## src/rtl/spi_boot_loader.sv

```systemverilog
// SPI mode-0 READ (0x03) engine: streams byte_len flash bytes into a memory write port.
// CS low for (32+8N)*2*CLK_DIV + CLK_DIV cycles; no backpressure, one strobe per 16*CLK_DIV cycles.
module spi_boot_loader #(
  parameter int CLK_DIV = 2,
  parameter int MEM_AW  = 10
) (
  input  logic              clk_in,
  input  logic              rst,
  input  logic              start,
  input  logic [23:0]       flash_addr,
  input  logic [15:0]       byte_len,
  output logic              busy,
  output logic              done,
  input  logic              MISO,
  output logic              MOSI,
  output logic              SCLK,
  output logic              CS,
  output logic              mem_we,
  output logic [MEM_AW-1:0] mem_addr,
  output logic [7:0]        mem_wdata
);

  typedef enum logic [1:0] {IDLE, SHIFT, HOLD, FIN} state_t;

  state_t            r_state;
  logic              r_busy, r_done, r_mosi, r_sclk, r_cs, r_we, r_pend;
  logic [MEM_AW-1:0] r_addr;
  logic [7:0]        r_wdata, r_rx, r_div;
  logic [31:0]       r_tx;
  logic [19:0]       r_bit, r_last;
  logic              w_div_end;
  logic              w_byte_end;

  assign w_div_end  = (r_div == 8'(CLK_DIV - 1));
  // Header is 32 bits, a multiple of 8, so the low bits of r_bit mark byte ends.
  assign w_byte_end = (r_bit >= 20'd32) && (r_bit[2:0] == 3'd7);

  always_ff @(posedge clk_in) begin
    if (rst) begin
      r_state <= IDLE;
      r_busy  <= 1'b0;
      r_done  <= 1'b0;
      r_mosi  <= 1'b0;
      r_sclk  <= 1'b0;
      r_cs    <= 1'b1;
      r_we    <= 1'b0;
      r_pend  <= 1'b0;
      r_addr  <= '0;
      r_wdata <= '0;
      r_rx    <= '0;
      r_div   <= '0;
      r_tx    <= '0;
      r_bit   <= '0;
      r_last  <= '0;
    end else begin
      r_we   <= r_pend;
      r_pend <= 1'b0;
      if (r_pend) r_wdata <= r_rx;
      if (r_we)   r_addr  <= r_addr + 1'b1;
      case (r_state)
        IDLE: begin
          r_done <= 1'b0;
          if (start) begin
            r_addr <= '0;
            if (byte_len != 16'd0) begin
              r_state <= SHIFT;
              r_busy  <= 1'b1;
              r_cs    <= 1'b0;
              r_sclk  <= 1'b0;
              r_mosi  <= 1'b0;
              r_tx    <= {8'h03, flash_addr};
              r_bit   <= '0;
              r_div   <= '0;
              r_last  <= 20'({byte_len, 3'b000}) + 20'd31;
            end else begin
              r_state <= FIN;
              r_done  <= 1'b1;
            end
          end
        end
        SHIFT: begin
          if (w_div_end) begin
            r_div <= '0;
            if (!r_sclk) begin
              r_sclk <= 1'b1;
              r_rx   <= {r_rx[6:0], MISO};
              if (w_byte_end) r_pend <= 1'b1;
            end else begin
              r_sclk <= 1'b0;
              if (r_bit == r_last) begin
                r_state <= HOLD;
                r_mosi  <= 1'b0;
              end else begin
                r_bit  <= r_bit + 20'd1;
                r_tx   <= {r_tx[30:0], 1'b0};
                r_mosi <= r_tx[30];
              end
            end
          end else begin
            r_div <= r_div + 8'd1;
          end
        end
        HOLD: begin
          if (w_div_end) begin
            r_div   <= '0;
            r_state <= FIN;
            r_cs    <= 1'b1;
            r_busy  <= 1'b0;
            r_done  <= 1'b1;
          end else begin
            r_div <= r_div + 8'd1;
          end
        end
        FIN: begin
          r_done  <= 1'b0;
          r_state <= IDLE;
        end
        default: r_state <= IDLE;
      endcase
    end
  end

  assign busy      = r_busy;
  assign done      = r_done;
  assign MOSI      = r_mosi;
  assign SCLK      = r_sclk;
  assign CS        = r_cs;
  assign mem_we    = r_we;
  assign mem_addr  = r_addr;
  assign mem_wdata = r_wdata;

endmodule

```

## config.mk

```make
export PLATFORM = sky130hd
export DESIGN_NAME = spi_boot_loader
export DESIGN_NICKNAME = d
export VERILOG_FILES = /design/src/rtl/spi_boot_loader.sv
export SDC_FILE = /design/constraint.sdc
export NUM_CORES = 1
export LEC_CHECK = 0
export BUFFER_PORTS_ARGS = -buffer_cell sky130_fd_sc_hd__clkbuf_2
export CORE_MARGIN = 1
export CORE_UTILIZATION = 45
export CTS_CLUSTER_DIAMETER = 150
export DETAILED_ROUTE_END_ITERATION = 16
export SLEW_MARGIN = 25
export SYNTH_ARGS = -nofsm -noshare
export SYNTH_HDL_FRONTEND = slang
export SYNTH_SLANG_ARGS = --single-unit
```

## constraint.sdc

```tcl
create_clock -name clk_in -period 6.85 [get_ports clk_in]
set_clock_uncertainty 0.2 [all_clocks]
set_input_delay 0.3425 -clock clk_in [delete_from_list [all_inputs] [get_ports clk_in]]
set_output_delay 0.3425 -clock clk_in [all_outputs]
set_load 0.01 [all_outputs]
```

* After elaboration in Yosys (flattened, before gate mapping)
Cells that the tools add are included.
** Storage, ports and cells
- Bits in registers :: 114
- Input bits :: 44
- Output and inout port bits :: 24
- Word-level logic and storage cells :: 99
** Operators by class
- Add/subtract/negate cells :: 4
- $lt $le $gt $ge :: 1
- Eq/ne operators :: 13
- Muxes and demuxes :: 45
- Bitwise gates (word level) :: 3
- Reductions and logical operators :: 18
** Operators by type and width (number)
- $mux W31 :: 5
- $mux W20 :: 5
- $pmux W31 S2 :: 1
- $pmux W20 S2 :: 1
- $mux W10 :: 3
- $mux W8 :: 3
- $add A19 B5 Y20 const B :: 1
- $add A20 B1 Y20 const B :: 1
- $eq A20 B20 Y1 :: 1
- $ge A20 B6 Y1 const B :: 1
- $pmux W8 S2 :: 1
- $reduce_bool A16 Y1 :: 1
- $mux W1 :: 14
- $ne A2 B2 Y1 const B :: 7
- $mux W2 :: 6
- $add A10 B1 Y10 const B :: 1
- $reduce_and A5 Y1 :: 2
- $reduce_and A3 Y1 :: 3
- $add A8 B1 Y8 const B :: 1
- $eq A8 B1 Y1 const B :: 1
- $pmux W1 S2 :: 4
- $pmux W2 S4 :: 1
- $reduce_and A4 Y1 :: 2
- $reduce_and A6 Y1 :: 1
- 12 further kinds :: 17

* Depth between registers and ports, before layout
- Depth in word-level cells :: 5
- Gate-level depth with buffers :: 10
- Gate-level depth less buffers :: 8

* Worst setup path after synthesis
Ideal clock, no wire load.
- Path type :: register to register
- Start point :: reg r_state[0]
- End point :: reg r_bit[16]
- Library setup time :: 0.087 ns
- Data arrival time :: 2.040 ns
- Data required time :: 6.563 ns
- Setup slack :: 4.523 ns
- Stages on the path, launching flop included :: 11
- Buffers on the path :: 2
- Clock period less this slack :: 2.327 ns
- Cell sequence :: dfxtp_1 > inv_1 > ha_1 > clkbuf_1 > nor4b_1 > nand4_1 > nand2_1 > a211o_1 > buf_6 > or4_1 > o31ai_1
** Between the ends
- Word-level cells in the longest chain between the ends :: 3
- Elaborated cells between the ends (all ways) :: 10
- Classes of those cells :: eq/ne (6); mux (1); reduce/logical (3)
** Ends and longest elaborated chain
- start: declaration :: RTL line 25 : state_t r_state;
- start signal: assignment :: RTL line 40 : r_state <= IDLE;
- start signal: assignment :: RTL line 66 : r_state <= SHIFT;
- start signal: assignment :: RTL line 76 : r_state <= FIN;
- $eq A2 B1 Y1 / $logic_not A2 Y1 (equally long branches) :: RTL line 60 : case (r_state)
- $ne A2 B2 Y1 (no line) / $reduce_bool A2 Y1 (equally long branches)
- $reduce_and A6 Y1 (no line)
- end signal: assignment :: RTL line 94 : r_bit <= r_bit + 20'd1;
- end: declaration :: RTL line 30 : logic [19:0] r_bit, r_last;
Several ways; a longest one is shown, not always the timed one.
A chain may end at the register's enable or synchronous reset.

* Worst setup path after layout
- Start point :: reg r_state[1]
- End point :: reg r_bit[13]
Same word-level chain as after synthesis.

==> results.md <==
| Metric | Reported |
|---|---|
| Starting utilization of the core area | 0.470 |
| Placement Cell Area | 5840 um2 |
| Post-DR vias/cell | 5.59 |
| Post-Place Setup Slack | 3.70 ns |
| Critical path arrival | 3.22 ns |
| Number of placed I/O pins | 68 |
| Psw | 0.705 mW |
| Summed negative setup slack over all endpoints | 0 ns |
| Die Span X | 112 um |
| Synth area leader | dfxtp_1 |
| Summed area of non-filler cells in the final layout | 6140 um2 |
| Total setup violations reported at the end of the flow | 0 |
| Syn Nets | 672 |
| Post-route DRC violation count | 6 |
| HP Start | byte_len[0] |
| Combinational family with the most area after synthesis | simple AND/OR/NAND/NOR gates |
| Overall power after layout | 2.01 mW |
| Share of the synthesized netlist area taken by xor and xnor gates | 0.0726 |
| Fmax | 316 MHz |
| Top cells by area, synth | dfxtp_1, mux2i_1, nor2_1 |
| Synthesized flop and latch total | 112 |
| Nets | 717 |
| CP Class | flip-flop to flip-flop |
| Startpoint of the worst register-to-register path | r_state[1] |
| Most used DFF post-synth | dfxtp_1 |
| Global-route wire length before repair | 20.3 mm |
| Violations in the final reports | DRC |
| Final hold vios | 0 |
| Kind of end point of the critical path | flip-flop |
| RSZ-0062 raised after global routing | false |
| Critical Path Source Type | flip-flop |
| Count of H-tree levels built during CTS | 3 |
| Number of buffers added on ports | 67 |
| Max Buffers Root-to-Sink | 2 |
| Leakage power | 2.29 nW |
| Worst setup margin | 3.68 ns |
| Number of antenna violations at the first check in global routing | 0 |
| Final period utilization | 0.463 |
| Endpoint required time on the critical path | 6.90 ns |
| Clock insertion delay at the later pin of the skew report | 0.35 ns |
| Buffer count from post-CTS setup fixing | 0 |
| Switching Fraction | 0.350 |
| Die outline height | 112 um |
| Multi-input gate area in the final layout | 3010 um2 |
| Post-Syn Area | 5430 um2 |
| Count of flip-flops with a built-in enable after synthesis | 0 |
| Clock tree from TritonCTS | built |
| Number of antenna-violating nets in the routed design | 0 |
| Final routed wire length divided by cell count | 14.8 um |
| Number of detailed-routing iterations run before antenna repair | 11 |
| Share of Yosys cell area claimed by the top area cell type | 0.413 |
| Number of sinks handled by clock tree synthesis | 112 |
| Fillcell total | 1094 |
| Post_cts resized | 0 |
| Fraction of the mapped netlist area in compound gates | 0.150 |
| Min-delay worst type | primary input to flip-flop |
| Worst ir drop on vdd | 0.182 mV |
| Post-synthesis mux area share | 0.0774 |
| Maximum net fanout on the critical path | 50 |
| Power per Cell Area | 328 nW/um2 |
| Adder and majority cell fraction of the synthesized area | 0.0253 |
| Overflow left after global routing | 0 |
| Combinational power share | 0.333 |
| Post-synthesis area per instance | 8.80 um2 |
| Async set-reset flop share out of synthesis | 0 |
| CTS Buf Count | 9 |
| Total via count after detailed routing | 4523 |
| Global routing usage summed across all routing layers | 0.202 |
| Portion of total power attributed to the clock network | 0.260 |
| Floorplan core area | 11600 um2 |
| Worst slew pin tran | 0.859 ns |
| Detailed router's first-iteration violation count | 255 |
| Synth warnings | 0 |
| Worst-case headroom to the max-slew limit | 0.428 |
| Sequential share of the synthesized area | 0.413 |
| Ant diodes | 0 |
| Sum of net half-perimeters after detailed placement | 8.29 mm |
| Die footprint | 12500 um2 |
| Result of the run | finished, violations left |
| Largest net degree at the start of global routing | 59 |
| Cell count after synthesis | 617 |
| Routability congestion estimate from global placement | 0.811 |
| Post-synthesis simple-gate area fraction | 0.224 |
| FP Rows | 39 |
| Final hold slack | 0.0182 ns |
| Count of pins over their slew limit | 0 |
| MaxCap Viol Count | 0 |
| Clock slew at the register clock pins of the worst setup and hold paths | 0.07 ns |
| CP startpoint | r_state[1] |
| Total detailed-routing wirelength | 12.0 mm |
| Internal Power | 1.31 mW |
| Count of different cell masters after synthesis | 57 |
| Vias in the first global route | 4265 |
| Area growth from synthesis to final layout | 13.1% |
| Total area of sequential cells | 2240 um2 |
| Clock Root Buffer | clkbuf_16 |
| Hold buffer count at cts | 0 |
| Fraction of layout cells with a size suffix above 1 | 0.150 |
| Sequential fraction of design power | 0.407 |
| Period minus WS final | 3.17 ns |
final cells by class:
cell class,count,area share
Inverter,13,0.00795
Sequential cell,112,0.365
Timing Repair Buffer,71,0.0607
Clock inverter,3,0.00693
Clock buffer,12,0.0401
Multi-Input combinational cell,455,0.490
Tap cell,143,0.0291
worst paths after layout:
path               endpoint  slack, ns  cells after the start
setup / recovery  r_bit[13]       3.68                      8
hold reg to reg        MOSI       0.27                      2
setup reg to reg  r_bit[13]       3.68                      8
hold / removal    r_last[3]       0.02                      2
per-stage QoR:
step           instances   util
2_1_floorplan        617      -
3_3_place_gp         793  0.504
3_5_place_dp         794  0.505
4_1_cts              809  0.530
5_1_grt              809  0.531
6_report             809  0.531
sequential cells by signal, indices dropped and copies added, names as in the netlist, 2 cells and up:
name / flops
mem_wdata: 8
r_last: 18
r_state: 2
r_div: 8
r_rx: 8
r_tx: 31
mem_addr: 10
r_bit: 20
power groups by stage:
stage,sequential [mW],clock [mW],combinational [mW]
3_5_place_dp,0.833,0,0.667
5_1_grt,0.831,0.565,0.753
4_1_cts,0.819,0.542,0.670
6_report,0.819,0.524,0.670
3_3_place_gp,0.828,0,0.637
2_1_floorplan,0.815,0,0.530
logic make-up (layout without fill, tap and decap cells):
| kind of cell | count (synthesis) | after routing |
|---|---|---|
| xor+xnor | 45 | 45 |
| mux | 42 | 42 |
| simple gates | 238 | 238 |
| fa+ha+maj | 11 | 11 |
| buf+inv | 50 | 99 |
| compound gates | 119 | 119 |
| flops | 112 | 112 |
critical path, stage by stage, from the launching register on:
cell and delay, ns:
dfxtp_1 0.33, inv_1 0.14, ha_2 0.20, buf_4 0.51, a41o_2 0.31, nand3_1 0.16, a31oi_4 0.68, o21ai_0 0.23
a31o_2 0.29
synthesized netlist by cell type (4+ instances only):
master,n
nor4_1,12
dfxtp_1,112
buf_2,9
and3_1,6
a31o_2,4
xnor2_1,24
o21ai_0,19
nor2_1,102
nand3b_1,5
a211oi_1,39
and2_1,7
nand2b_1,7
nand3_1,14
nand2_1,32
xor2_1,21
clkbuf_1,22
inv_1,13
mux2i_1,42
buf_1,4
nor3_1,6
nand4_1,15
ha_1,11
nor2b_1,6
or4_1,8
a22oi_1,7
a21oi_1,22
cell usage in the layout, fill, tap and decap left out, types with 5 or more instances in the layout:
master     instances
nor3_1             6
clkbuf_2          66
nor2_1           102
a21oi_1           21
xnor2_1           24
and3_1             6
mux2i_1           42
or4_1              8
dfxtp_1          112
ha_1              10
nand2b_1           7
nand4_1           15
a22oi_1            7
xor2_1            21
a211oi_1          39
nor2b_1            6
nor4_1            12
and2_1             7
nand3b_1           5
o21ai_0           19
nand2_1           32
nand3_1           14
clkbuf_16          9
inv_1             13
routing by layer:
| layer | routed length, um | track usage | part of all wire | vias to the layer above |
|---|---|---|---|---|
| met5 | 0 | 0 | 0 | - |
| met2 | 5480 | 0.324 | 0.46 | 98 |
| met1 | 5750 | 0.263 | 0.48 | 2113 |
| met4 | 150 | 0.0613 | 0.013 | 0 |
| li1 | - | - | - | 2301 |
| met3 | 597 | 0.0566 | 0.050 | 11 |
(Power assumes the default switching activity.)
